## src/rtl/imm_pkg.sv

```systemverilog
// imm_pkg: opcodes, immediate format codes and pipeline state encoding
package imm_pkg;
    localparam logic [6:0] OPC_LOAD    = 7'b0000011;
    localparam logic [6:0] OPC_OPIMM   = 7'b0010011;
    localparam logic [6:0] OPC_OPIMM32 = 7'b0011011;
    localparam logic [6:0] OPC_JALR    = 7'b1100111;
    localparam logic [6:0] OPC_STORE   = 7'b0100011;
    localparam logic [6:0] OPC_BRANCH  = 7'b1100011;
    localparam logic [6:0] OPC_LUI     = 7'b0110111;
    localparam logic [6:0] OPC_AUIPC   = 7'b0010111;
    localparam logic [6:0] OPC_JAL     = 7'b1101111;
    localparam logic [6:0] OPC_SYSTEM  = 7'b1110011;
    typedef enum logic [2:0] {
        FMT_NONE = 3'd0,
        FMT_I    = 3'd1,
        FMT_S    = 3'd2,
        FMT_B    = 3'd3,
        FMT_U    = 3'd4,
        FMT_J    = 3'd5,
        FMT_Z    = 3'd6
    } imm_fmt_e;
    // encoding is {out_full, skid_full}
    typedef enum logic [1:0] {
        ST_EMPTY = 2'b00,
        ST_OUT   = 2'b10,
        ST_FULL  = 2'b11
    } state_e;
endpackage

```

## src/rtl/imm_gen_pipe_if.sv

```systemverilog
// imm_gen_pipe_if: decode-side input handshake, execute-side output handshake and flush
interface imm_gen_pipe_if import imm_pkg::*; #(
    parameter int XLEN  = 64,
    parameter int TAG_W = 5
);
    logic             flush;
    logic             in_valid;
    logic             in_ready;
    logic [31:0]      inst;
    logic [TAG_W-1:0] in_tag;
    logic             out_valid;
    logic             out_ready;
    logic [XLEN-1:0]  imm_out;
    imm_fmt_e         imm_fmt;
    logic [31:0]      inst_out;
    logic [TAG_W-1:0] tag_out;
    modport master (
        output flush, in_valid, inst, in_tag, out_ready,
        input  in_ready, out_valid, imm_out, imm_fmt, inst_out, tag_out
    );
    modport slave (
        input  flush, in_valid, inst, in_tag, out_ready,
        output in_ready, out_valid, imm_out, imm_fmt, inst_out, tag_out
    );
endinterface

```

## src/rtl/imm_decode.sv

```systemverilog
// imm_decode: combinational RV immediate decoder, sign-extended to XLEN.
// Define IMM_CSR_EN to decode the CSR zimm (fmt Z) for SYSTEM opcodes with funct3[2]=1.
module imm_decode import imm_pkg::*; #(
    parameter int XLEN = 64
) (
    input  logic [31:0]     inst,
    output logic [XLEN-1:0] imm,
    output imm_fmt_e        fmt
);
    logic signed [31:0] imm32;
    always_comb begin
        fmt = FMT_NONE;
        case (inst[6:0])
            OPC_LOAD, OPC_OPIMM, OPC_OPIMM32, OPC_JALR: fmt = FMT_I;
            OPC_STORE:                                  fmt = FMT_S;
            OPC_BRANCH:                                 fmt = FMT_B;
            OPC_LUI, OPC_AUIPC:                         fmt = FMT_U;
            OPC_JAL:                                    fmt = FMT_J;
`ifdef IMM_CSR_EN
            OPC_SYSTEM:                                 fmt = inst[14] ? FMT_Z : FMT_NONE;
`endif
            default:                                    fmt = FMT_NONE;
        endcase
    end
    always_comb begin
        imm32 = '0;
        case (fmt)
            FMT_I:   imm32 = {{20{inst[31]}}, inst[31:20]};
            FMT_S:   imm32 = {{20{inst[31]}}, inst[31:25], inst[11:7]};
            FMT_B:   imm32 = {{19{inst[31]}}, inst[31], inst[7], inst[30:25], inst[11:8], 1'b0};
            FMT_U:   imm32 = {inst[31:12], 12'b0};
            FMT_J:   imm32 = {{11{inst[31]}}, inst[31], inst[19:12], inst[20], inst[30:21], 1'b0};
            FMT_Z:   imm32 = {27'b0, inst[19:15]};
            default: imm32 = '0;
        endcase
    end
    // every format fits in 32 bits, so a signed widening cast covers XLEN=32 and 64
    assign imm = XLEN'(imm32);
endmodule

```

## src/rtl/imm_gen_pipe.sv

```systemverilog
// imm_gen_pipe: handshaked immediate generator with a registered output and one-entry skid buffer.
// Optional CSR zimm decoding is enabled by defining IMM_CSR_EN.
module imm_gen_pipe import imm_pkg::*; #(
    parameter int XLEN  = 64,
    parameter int TAG_W = 5
) (
    input logic           clk,
    input logic           rst_n,
    imm_gen_pipe_if.slave bus
);
    state_e           state, state_n;
    logic             accept, load_out, load_skid, from_skid;
    logic [XLEN-1:0]  dec_imm, skid_imm, out_imm;
    imm_fmt_e         dec_fmt, skid_fmt, out_fmt;
    logic [31:0]      skid_inst, out_inst;
    logic [TAG_W-1:0] skid_tag, out_tag;

    imm_decode #(.XLEN(XLEN)) u_dec (.inst(bus.inst), .imm(dec_imm), .fmt(dec_fmt));

    always_ff @(posedge clk or negedge rst_n)
        if (!rst_n) state <= ST_EMPTY;
        else        state <= state_n;

    always_comb begin
        state_n = state;
        case (state)
            ST_EMPTY: state_n = accept ? ST_OUT : ST_EMPTY;
            ST_OUT:   state_n = bus.out_ready ? (accept ? ST_OUT : ST_EMPTY) : (accept ? ST_FULL : ST_OUT);
            ST_FULL:  state_n = bus.out_ready ? ST_OUT : ST_FULL;
            default:  state_n = ST_EMPTY;
        endcase
        state_n = bus.flush ? ST_EMPTY : state_n;
    end

    always_comb begin
        bus.in_ready  = state != ST_FULL;
        bus.out_valid = state != ST_EMPTY;
        accept        = bus.in_valid && bus.in_ready;
        from_skid     = state == ST_FULL;
        load_out      = (state == ST_EMPTY || bus.out_ready) && (accept || from_skid);
        load_skid     = state == ST_OUT && !bus.out_ready && accept;
    end

    // data written during a flush is harmless: the state forces out_valid low
    always_ff @(posedge clk or negedge rst_n) begin
        if (!rst_n) begin
            out_imm   <= '0;
            out_fmt   <= FMT_NONE;
            out_inst  <= '0;
            out_tag   <= '0;
            skid_imm  <= '0;
            skid_fmt  <= FMT_NONE;
            skid_inst <= '0;
            skid_tag  <= '0;
        end else begin
            if (load_out) begin
                out_imm  <= from_skid ? skid_imm  : dec_imm;
                out_fmt  <= from_skid ? skid_fmt  : dec_fmt;
                out_inst <= from_skid ? skid_inst : bus.inst;
                out_tag  <= from_skid ? skid_tag  : bus.in_tag;
            end
            if (load_skid) begin
                skid_imm  <= dec_imm;
                skid_fmt  <= dec_fmt;
                skid_inst <= bus.inst;
                skid_tag  <= bus.in_tag;
            end
        end
    end

    assign bus.imm_out  = out_imm;
    assign bus.imm_fmt  = out_fmt;
    assign bus.inst_out = out_inst;
    assign bus.tag_out  = out_tag;
endmodule

```

## src/flat_wrapper.sv

```systemverilog
// flat-port wrapper written by rule: the top's interface ports become plain ports
module imm_gen_pipe_flat import imm_pkg::*;
#(
    parameter int XLEN  = 64,
    parameter int TAG_W = 5
)
  (clk, rst_n, bus_flush, bus_in_valid, bus_inst, bus_in_tag, bus_out_ready, bus_in_ready, bus_out_valid, bus_imm_out, bus_imm_fmt, bus_inst_out, bus_tag_out);
  imm_gen_pipe_if #(.XLEN(XLEN), .TAG_W(TAG_W)) bus_i ();
  input logic clk;
  input logic rst_n;
  input wire logic [$bits(bus_i.flush)-1:0] bus_flush;
  input wire logic [$bits(bus_i.in_valid)-1:0] bus_in_valid;
  input wire logic [$bits(bus_i.inst)-1:0] bus_inst;
  input wire logic [$bits(bus_i.in_tag)-1:0] bus_in_tag;
  input wire logic [$bits(bus_i.out_ready)-1:0] bus_out_ready;
  output wire logic [$bits(bus_i.in_ready)-1:0] bus_in_ready;
  output wire logic [$bits(bus_i.out_valid)-1:0] bus_out_valid;
  output wire logic [$bits(bus_i.imm_out)-1:0] bus_imm_out;
  output wire logic [$bits(bus_i.imm_fmt)-1:0] bus_imm_fmt;
  output wire logic [$bits(bus_i.inst_out)-1:0] bus_inst_out;
  output wire logic [$bits(bus_i.tag_out)-1:0] bus_tag_out;
  assign bus_i.flush = bus_flush;
  assign bus_i.in_valid = bus_in_valid;
  assign bus_i.inst = bus_inst;
  assign bus_i.in_tag = bus_in_tag;
  assign bus_i.out_ready = bus_out_ready;
  assign bus_in_ready = bus_i.in_ready;
  assign bus_out_valid = bus_i.out_valid;
  assign bus_imm_out = bus_i.imm_out;
  assign bus_imm_fmt = bus_i.imm_fmt;
  assign bus_inst_out = bus_i.inst_out;
  assign bus_tag_out = bus_i.tag_out;
  imm_gen_pipe #(.XLEN(XLEN), .TAG_W(TAG_W)) u_core (.clk(clk), .rst_n(rst_n), .bus(bus_i));
endmodule
```

## config.mk

```make
export PLATFORM = sky130hd
export DESIGN_NAME = imm_gen_pipe_flat
export DESIGN_NICKNAME = d
export VERILOG_FILES = /design/src/rtl/imm_pkg.sv /design/src/rtl/imm_gen_pipe_if.sv /design/src/rtl/imm_decode.sv /design/src/rtl/imm_gen_pipe.sv /design/src/flat_wrapper.sv
export SDC_FILE = /design/constraint.sdc
export NUM_CORES = 1
export LEC_CHECK = 0
export ABC_CLOCK_PERIOD_IN_PS = 1800
export CAP_MARGIN = 20
export CELL_PAD_IN_SITES_DETAIL_PLACEMENT = 1
export CELL_PAD_IN_SITES_GLOBAL_PLACEMENT = 1
export CORE_MARGIN = 10
export CORE_UTILIZATION = 38
export DETAILED_ROUTE_END_ITERATION = 6
export PLACE_DENSITY_LB_ADDON = 0.1
export SYNTH_ARGS = -nofsm -noshare
export SYNTH_HDL_FRONTEND = slang
export SYNTH_SLANG_ARGS = --single-unit
```

## constraint.sdc

```tcl
create_clock -name clk -period 1.8 [get_ports clk]
set_clock_uncertainty 0.05 [all_clocks]
set_input_delay 0.36 -clock clk [delete_from_list [all_inputs] [get_ports clk]]
set_output_delay 0.36 -clock clk [all_outputs]
set_load 0.005 [all_outputs]
```

=== After elaboration in Yosys (flattened, before gate mapping) ===
Index checks and enable logic that the tools add are counted.

* Eq/ne operators: 18
* Multiplexer cells: 12
* Reduce and logical (&&, ||, !) cells: 11

{| class="wikitable"
|+ Operator list
! kind !! number
|-
| $pmux W32 S6 || 1
|-
| $mux W64 || 1
|-
| $mux W32 || 1
|-
| $eq A7 B5 Y1 const B || 3
|-
| $eq A7 B7 Y1 const B || 3
|-
| $pmux W3 S5 || 1
|-
| $eq A7 B6 Y1 const B || 2
|-
| $eq A3 B3 Y1 const B || 3
|-
| $eq A7 B2 Y1 const B || 1
|-
| $eq A3 B2 Y1 const B || 2
|-
| $mux W2 || 3
|-
| $pmux W2 S3 || 1
|-
| $mux W5 || 1
|-
| $eq A2 B2 Y1 const B || 2
|-
| $logic_and A1 B1 Y1 || 4
|-
| $reduce_or A4 Y1 || 1
|-
| $eq A3 B1 Y1 const B || 1
|-
| $mux W3 || 1
|-
| $logic_not A2 Y1 || 1
|-
| $logic_or A1 B1 Y1 || 2
|-
| $mux W1 || 2
|-
| $ne A2 B2 Y1 const B || 1
|-
| $reduce_bool A2 Y1 || 1
|-
| $reduce_or A2 Y1 || 1
|-
| $logic_not A1 Y1 || 1
|}

* Flip-flop bits (word level): 178
* Word-level logic and storage cells: 50

=== Depth between registers and ports, before layout ===
Gate-level depths: netlist of run 1.

* Word-level depth: 6
* Depth in mapped cells: 7
* Depth with buffers taken out: 4

=== Hierarchy ===
From an unflattened synthesis of run 1, not the netlist that was laid out.

* Cells, all modules: 685
* Area total of the unflattened synthesis: 9375.2 sq um

{| class="wikitable"
|+ Modules (own cells, without submodules)
! module !! times used !! cells each !! area an instance (sq um) !! sequential area each (sq um)
|-
| imm_gen_pipe || 1 || 582 || 8595.7 || 5255.0
|-
| imm_decode || 1 || 103 || 779.5 || 0.0
|}

=== Worst setup path after synthesis of run 1 ===
OpenSTA, ideal clock, no wires.

* Path kind: input to register
* Start point: in bus_inst[4]
* End point: reg u_core.out_imm[11] (netlist: u_core.bus.imm_out[11])
* Setup time: 0.082 ns
* Arrival: 1.524 ns
* Data required time: 1.668 ns
* Setup slack: 0.144 ns
* Stages: 6
* Path through: buf_6 > or4b_1 > buf_2 > nor3_4 > o221ai_2 > a31oi_1

* Cells in the longest elaborated chain, start to end: 6
* Elaborated cells between the ends (all ways): 20

{| class="wikitable"
|+ RTL lines
! what !! line !! text
|-
| start, declared || flat_wrapper.sv:13 || <nowiki>input wire logic [$bits(bus_i.inst)-1:0] bus_inst;</nowiki>
|-
| $eq A7 B2 Y1 (tied with other cells) || imm_decode.sv:13 || <nowiki>case (inst[6:0])</nowiki>
|-
| $reduce_or A4 Y1 / $reduce_or A2 Y1 (equally long branches) || imm_decode.sv:13 ||
|-
| $pmux W3 S5 * || imm_decode.sv:13 ||
|-
| $eq A3 B3 Y1 (tied with other cells) || imm_decode.sv:27 || <nowiki>case (fmt)</nowiki>
|-
| $pmux W32 S6 * || imm_decode.sv:27 ||
|-
| $mux W64 * || imm_gen_pipe.sv:57 || <nowiki>out_imm <= from_skid ? skid_imm : dec_imm;</nowiki>
|-
| end signal, assigned || imm_gen_pipe.sv:57 ||
|-
| end, declared || imm_gen_pipe.sv:13 || <nowiki>logic [XLEN-1:0] dec_imm, skid_imm, out_imm;</nowiki>
|}

Mark *: on every way between the ends. The rest lies on a longest branch, timed or not.
A chain may end at the register's enable or synchronous reset.

=== Worst setup path after layout of run 1 ===
* Start point: reg u_core.state[0]
* End point: reg u_core.out_inst[21] (netlist: u_core.bus.inst_out[21])

* Cells in the longest elaborated chain, start to end: 4
* Elaborated cells between the ends (all ways): 8

{| class="wikitable"
|+ RTL lines
! what !! line !! text
|-
| start, declared || imm_gen_pipe.sv:11 || <nowiki>state_e state, state_n;</nowiki>
|-
| start signal, assigned || imm_gen_pipe.sv:22 || <nowiki>else state <= state_n;</nowiki>
|-
| $ne A2 B2 Y1 || imm_gen_pipe.sv:36 || <nowiki>bus.in_ready = state != ST_FULL;</nowiki>
|-
| $logic_and A1 B1 Y1 || imm_gen_pipe.sv:38 || <nowiki>accept = bus.in_valid && bus.in_ready;</nowiki>
|-
| $logic_or A1 B1 Y1 || imm_gen_pipe.sv:40 || <nowiki>load_out = (state == ST_EMPTY || bus.out_ready) && (accept || from_skid);</nowiki>
|-
| $logic_and A1 B1 Y1 || imm_gen_pipe.sv:40 ||
|-
| end signal, assigned || imm_gen_pipe.sv:59 || <nowiki>out_inst <= from_skid ? skid_inst : bus.inst;</nowiki>
|-
| end, declared || imm_gen_pipe.sv:15 || <nowiki>logic [31:0] skid_inst, out_inst;</nowiki>
|}

Several ways; a longest one is shown, not always the timed one.

==> flow_summary.toml, run 1 <==
[global_route]
grt_use_total_pct = 20.07
grt_use_met3_pct = 5.467
met1_usage_pct = 24.51
grt_pass1_wl_mm = 38.54
grt.met2_usage_pct = 34.13
grt_max_degree = 42
grt_overflow_total = 0
first_global_vias = 6938
antenna_found_initial = 0
grt_most_used_layer = "met2"

[worst_setup_path]
r2r-end = "u_core.bus.inst_out[21]"
reg2reg_from = "u_core.state[0]"
critPathCapture = "u_core.bus.inst_out[21]"
reg2reg_setup_slack_ns = -0.06
r2r.worst_path.cells = 9
path_class = "reg2reg"
endpoint_kind = "register"
crit_start = "u_core.state[0]"
worst_ep_required_time_ns = 2.08
worst_ep_arrival_time_ns = 2.14
crit_fanout = 8
start_kind = "register"

[outcome]
violations = "negative setup slack"
run_status = "finished with violations"

[clocking]
cts_tree = "done"
cts_max_level = 4
cts-root-buf = "clkbuf_16"
clk_pin_slew_ns = 0.06
cts_made_buffers = 17
clk_latency_ns = 0.42
cts_buffer_depth = 2
cts_sinks = 146

[power_and_ir_drop]
p_sw_mw = 2.707
p_int_mw = 7.455
p_clk_share_pct = 39.5
comb_power_share_pct = 20.0
leakage_nw = 4.554
p_seq_share_pct = 40.5
power.share.switching_pct = 26.64
vdd_drop_max_uv = 702.9
powerDensity_mw_per_mm2 = 1010

[timing]
hold_violations = 0
tightestPinTransition_ns = 0.4766
relSlewSlack_pct = 68.22
drv_slew = 0
max_freq_mhz = 538.8
rsz0062_at_grt = "true"
hold_ws_ns = 0.3880
setup_viol = 19
finalSetupTns_ns = -0.3598
timing.final.ws_setup_ns = -0.05588
fin_crit_sh_pct = 103.1
fin_crit_ns = 1.856

[finish]
final_area_mm2 = 0.01006
layout-drive-gt1-share_pct = 18.90
diodes = 0
final_common_cell = "nand2_1"
layout.nets = 977
final_cell_mix = "nand2_1, dfrtp_1, clkdlybuf4s50_1"
synthToLayoutAreaGrowth_pct = 48.28
fin_util_pct = 57.76

[die]
fp-row-count = 48
start_util_pct = 38.95
fp.dieArea_mm2 = 0.02360
coreArea_mm2 = 0.01742
die_h_um = 153.6
ios = 148
die_w_um = 153.6

[routing]
antenna_left = 0
finalWirelength_mm = 25.29
drtPass1Iterations = 4
num_vias = 6374
drt_iter0_markers = 352
via_per_inst = 5.439
drc = 0
wire_per_inst_um = 21.58

[yosys]
syn_inst = 775
synthArstFlopShare_pct = 100.0
ys_seq_elements = 146
synth-edff-count = 0
netlist_area_mm2 = 0.006784
synth_nets = 817
syn_avg_cell_area_um2 = 8.754
synthFlopType = "dfrtp_1"
synth_top_area_share_pct = 53.85
yosys_warnings = 0
synthTopCellsByArea = "dfrtp_1, nand2_1, a31oi_1"
ys_types = 47
ys_seq_area_share_pct = 53.85
synth_top_cell_by_area = "dfrtp_1"

[place]
dpl.hpwl_mm = 16.53
gp_congestion = 0.8756
portBuffers = 147
place_area_mm2 = 0.008757
pre_cts_slack_ns = -0.6556

[run]
max_cap_violations = 0

[hold_path]
hp-class = "in2async"
registers in the layout, indices dropped and copies added, names as in the netlist:
| register | cells |
|---|---|
| u_core.state | 2 |
| u_core.bus.imm_out | 32 |
| u_core.skid_fmt | 3 |
| u_core.bus.imm_fmt | 3 |
| u_core.skid_imm | 32 |
| u_core.bus.inst_out | 32 |
| u_core.bus.tag_out | 5 |
| u_core.skid_tag | 5 |
| u_core.skid_inst | 32 |
synthesized netlist by cell type, types with 2 or more instances:
| cell | n |
|---|---|
| nand2_1 | 229 |
| dfrtp_1 | 146 |
| nor2_1 | 92 |
| a31oi_1 | 56 |
| buf_4 | 34 |
| clkbuf_1 | 34 |
| a21oi_1 | 28 |
| nor3_1 | 25 |
| o21ai_0 | 18 |
| buf_2 | 17 |
| a311oi_1 | 15 |
| o2111ai_1 | 12 |
| a211oi_1 | 8 |
| inv_1 | 6 |
| o21ai_1 | 5 |
| buf_6 | 4 |
| nand2b_1 | 4 |
| nand4b_1 | 4 |
| or2_2 | 3 |
| a32oi_1 | 2 |
| and2b_1 | 2 |
| and3_1 | 2 |
| nor2_2 | 2 |
| o22ai_1 | 2 |
| o311ai_0 | 2 |
| or3_1 | 2 |
critical path, cell delays in order, from the launching register on:
cell and delay (ns):
dfrtp_2 0.42, buf_6 0.13, nand2b_4 0.14, buf_6 0.13, o22ai_4 0.18, buf_12 0.16, buf_12 0.16, clkbuf_16 0.17
nor2_2 0.04, a31oi_1 0.16
worst min path at each step:
stage	start	to	slack, ns	cells past startpoint
6_report	rst_n	u_core.skid_inst[5]	0.39	2
4_1_cts	rst_n	u_core.skid_inst[5]	0.40	2
3_5_place_dp	rst_n	u_core.bus.inst_out[5]	0.27	1
5_1_grt	bus_inst[3]	u_core.skid_inst[3]	0.39	4
2_1_floorplan	rst_n	u_core.bus.imm_fmt[0]	0.01	0
3_3_place_gp	rst_n	u_core.skid_inst[5]	0.27	1
power groups by stage:
stage,combinational [mW],sequential (mW),clock (mW)
after CTS,1.93,4.09,4.06
after global placement,1.82,4.10,0
after floorplan,0.798,4.09,0
after detailed placement,1.91,4.14,0
final,2.03,4.12,4.02
after global routing,2.23,4.17,4.23
stage by stage:
step                power (mW)  std cells
floorplan                4.883        775
global placement         5.922       1120
detailed placement       6.042       1120
CTS                      10.08       1160
global route             10.63       1172
finish                   10.16       1172
cell families (layout without fill, tap and decap cells):
| family | after synthesis | after routing | synth area share [%] |
|---|---|---|---|
| flops | 146 | 146 | 53.85 |
| simple gates | 376 | 376 | 23.00 |
| compound gates | 155 | 155 | 15.07 |
| buf+inv | 98 | 270 | 8.078 |
final cells by class:
type / instances / area [µm²]
Sequential cell: 146 / 3655
Clock inverter: 8 / 172.7
Inverter: 7 / 28.78
Timing Repair Buffer: 232 / 2564
Multi-Input combinational cell: 531 / 2870
Tap cell: 225 / 281.5
Clock buffer: 23 / 488.0
Fill cell: 1921 / 7357
timing repair:
action	in CTS	in global routing
hold buffers	1	0
gates cloned	2	5
endpoints found under the setup margin	74	115
resized for setup	74	71
pin swaps	14	10
buffers inserted	6	7
hold endpoints to repair	37	0
metal layers:
layer  share of wire (%)  vias up
li1                    -     2925
met1                  42     3266
met2                  52      164
met3                 5.3       19
met4                0.78        0
met5                   0        -
No activity file was read; power rests on OpenSTA's default activity.
==> run 2: changes to the inputs <==
--- a/config.mk
+++ b/config.mk
@@ -16,3 +16,4 @@
 export SYNTH_ARGS = -nofsm -noshare
 export SYNTH_HDL_FRONTEND = slang
 export SYNTH_SLANG_ARGS = --single-unit
+export TNS_END_PERCENT = 100
==> results of run 2 <==
The final DEF is identical to that of run 1; final timing and power are the same.
==> run 3: changes to the inputs <==
--- a/config.mk
+++ b/config.mk
@@ -12,6 +12,7 @@
 export CORE_MARGIN = 10
 export CORE_UTILIZATION = 38
 export DETAILED_ROUTE_END_ITERATION = 6
+export MAX_ROUTING_LAYER = met4
 export PLACE_DENSITY_LB_ADDON = 0.1
 export SYNTH_ARGS = -nofsm -noshare
 export SYNTH_HDL_FRONTEND = slang
==> run 3 against run 2 <==
  * The flow still finishes with violations (negative setup slack)
  * Utilization down 0.61 points
  * Global-route usage increased by 0.47 points
  * Critical path depth down 1
==> flow_summary.toml, run 3 (same netlist as run 1, synthesis figures left out) <==
[outcome]
run_status = "finished with violations"
violations = "negative setup slack"

[worst_setup_path]
reg2reg_from = "u_core.state[0]"
cpMaxStageDelayCell = "dfrtp_2"
worst_ep_required_time_ns = 2.06
r2r-end = "u_core.bus.imm_out[26]"
cpMostUsedCell = "buf_6"
crit_family = "buffers and inverters"
path_buf_inv = 4
reg2reg_setup_slack_ns = -0.03
crit_chain = "buf_6 > nand2b_4 > buf_6 > o22ai_4 > buf_12 > buf_4 > nor2_1 > a311oi_1"
start_kind = "register"
r2r.worst_path.cells = 8
slowest_delay_ns = 0.43
crit_fanout = 8
worst_ep_arrival_time_ns = 2.09
path_class = "reg2reg"
endpoint_kind = "register"
crit_start = "u_core.state[0]"

[power_and_ir_drop]
p_seq_share_pct = 42.1
comb_power_share_pct = 20.9
p_sw_mw = 2.749
p_clk_share_pct = 37.0
vdd_drop_max_uv = 711.4
p_int_mw = 6.956
powerDensity_mw_per_mm2 = 975.0
power.share.switching_pct = 28.32
p_total_mw = 9.704
leakage_nw = 4.462

[clocking]
cts-root-buf = "clkbuf_16"
cts_max_level = 4
clk_latency_ns = 0.43
cts_buffer_depth = 2
clk_pin_slew_ns = 0.06
cts_sinks = 146
cts_tree = "done"
cts_made_buffers = 17

[global_route]
grt_overflow_total = 0
grt_max_degree = 42
grt_use_total_pct = 20.54
antenna_found_initial = 0
grt_pass1_wl_mm = 38.11
first_global_vias = 6813

[run]
max_cap_violations = 0

[die]
coreArea_mm2 = 0.01742
start_util_pct = 38.95
ios = 148
die_h_um = 153.6
die_w_um = 153.6
fp.dieArea_mm2 = 0.02360
fp-row-count = 48

[timing]
hold_violations = 0
timing.final.ws_setup_ns = -0.03011
hold_ws_ns = 0.3721
relSlewSlack_pct = 70.20
setup_viol = 13
tightestPinTransition_ns = 0.4470
fin_crit_sh_pct = 101.7
max_freq_mhz = 546.4
finalSetupTns_ns = -0.2284
rsz0062_at_grt = "true"
drv_slew = 0
fin_crit_ns = 1.830

[finish]
final_area_mm2 = 0.009953
layout-drive-gt1-share_pct = 17.75
final_common_cell = "nand2_1"
final_cell_mix = "nand2_1, dfrtp_1, clkdlybuf4s50_1"
layout.nets = 987
synthToLayoutAreaGrowth_pct = 46.72
fin_util_pct = 57.15
final_cells = 1183
diodes = 0

[routing]
finalWirelength_mm = 25.19
drt_iter0_markers = 269
antenna_left = 0
drc = 0
num_vias = 6411
via_per_inst = 5.419
drtPass1Iterations = 4
wire_per_inst_um = 21.29

[place]
gp_congestion = 0.8713
dpl.hpwl_mm = 16.57
pre_cts_slack_ns = -0.6609
portBuffers = 147
place_inst = 1123
place_area_mm2 = 0.008780

[hold_path]
hp-class = "in2async"
run 3: layout make-up:
class / instances / area, µm²
clock inverter: 14 / 153.9
fill: 1927 / 7463
inverter: 7 / 28.78
multi-input combinational: 531 / 2716
sequential: 146 / 3656
timing repair buffer: 242 / 2678
tap: 225 / 281.5
clock buffer: 18 / 439.2
run 3: worst max-delay path by stage:
stage	depth (start not counted)	slack (ns)	endpoint
floorplan	6	0.14	u_core.bus.imm_out[11]
global placement	5	-0.56	u_core.bus.imm_out[13]
detailed placement	5	-0.66	u_core.bus.imm_out[13]
CTS	2	-0.13	bus_imm_out[63]
global route	9	-0.14	u_core.bus.inst_out[19]
finish	8	-0.03	u_core.bus.imm_out[26]
run 3: power by group through the flow:
stage	logic [mW]	clock network (mW)	registers (mW)
4_1_cts	1.94	3.64	4.07
5_1_grt	2.23	3.81	4.15
6_report	2.03	3.59	4.09
3_3_place_gp	1.83	0	4.10
3_5_place_dp	1.89	0	4.13
2_1_floorplan	0.798	0	4.09
run 3: layer usage:
metal  vias to the layer above  GRT usage, %  share of wire [%]
met5                         -             -                  0
met4                         0         5.398                1.4
met3                        33         4.463                5.2
met2                       151         33.68                 50
met1                      3269         25.19                 44
li1                       2958             -                  -
run 3: worst reg2reg max path, delay by kind of cell (launching register included):
family	cells	cell delay [ns]
AO/OA/AOI/OAI	2	0.46
buffers and inverters	4	0.61
flip-flops	1	0.43
AND/OR/NAND/NOR	2	0.18
run 3: what timing repair did:
item / CTS / global route
setup endpoints to repair: 75 / 143
buffers inserted: 11 / 9
endpoints found under the hold margin: 36 / 0
pin swaps: 13 / 20
hold buffers: 1 / 0
resized for setup: 67 / 52
gates cloned: 3 / 7
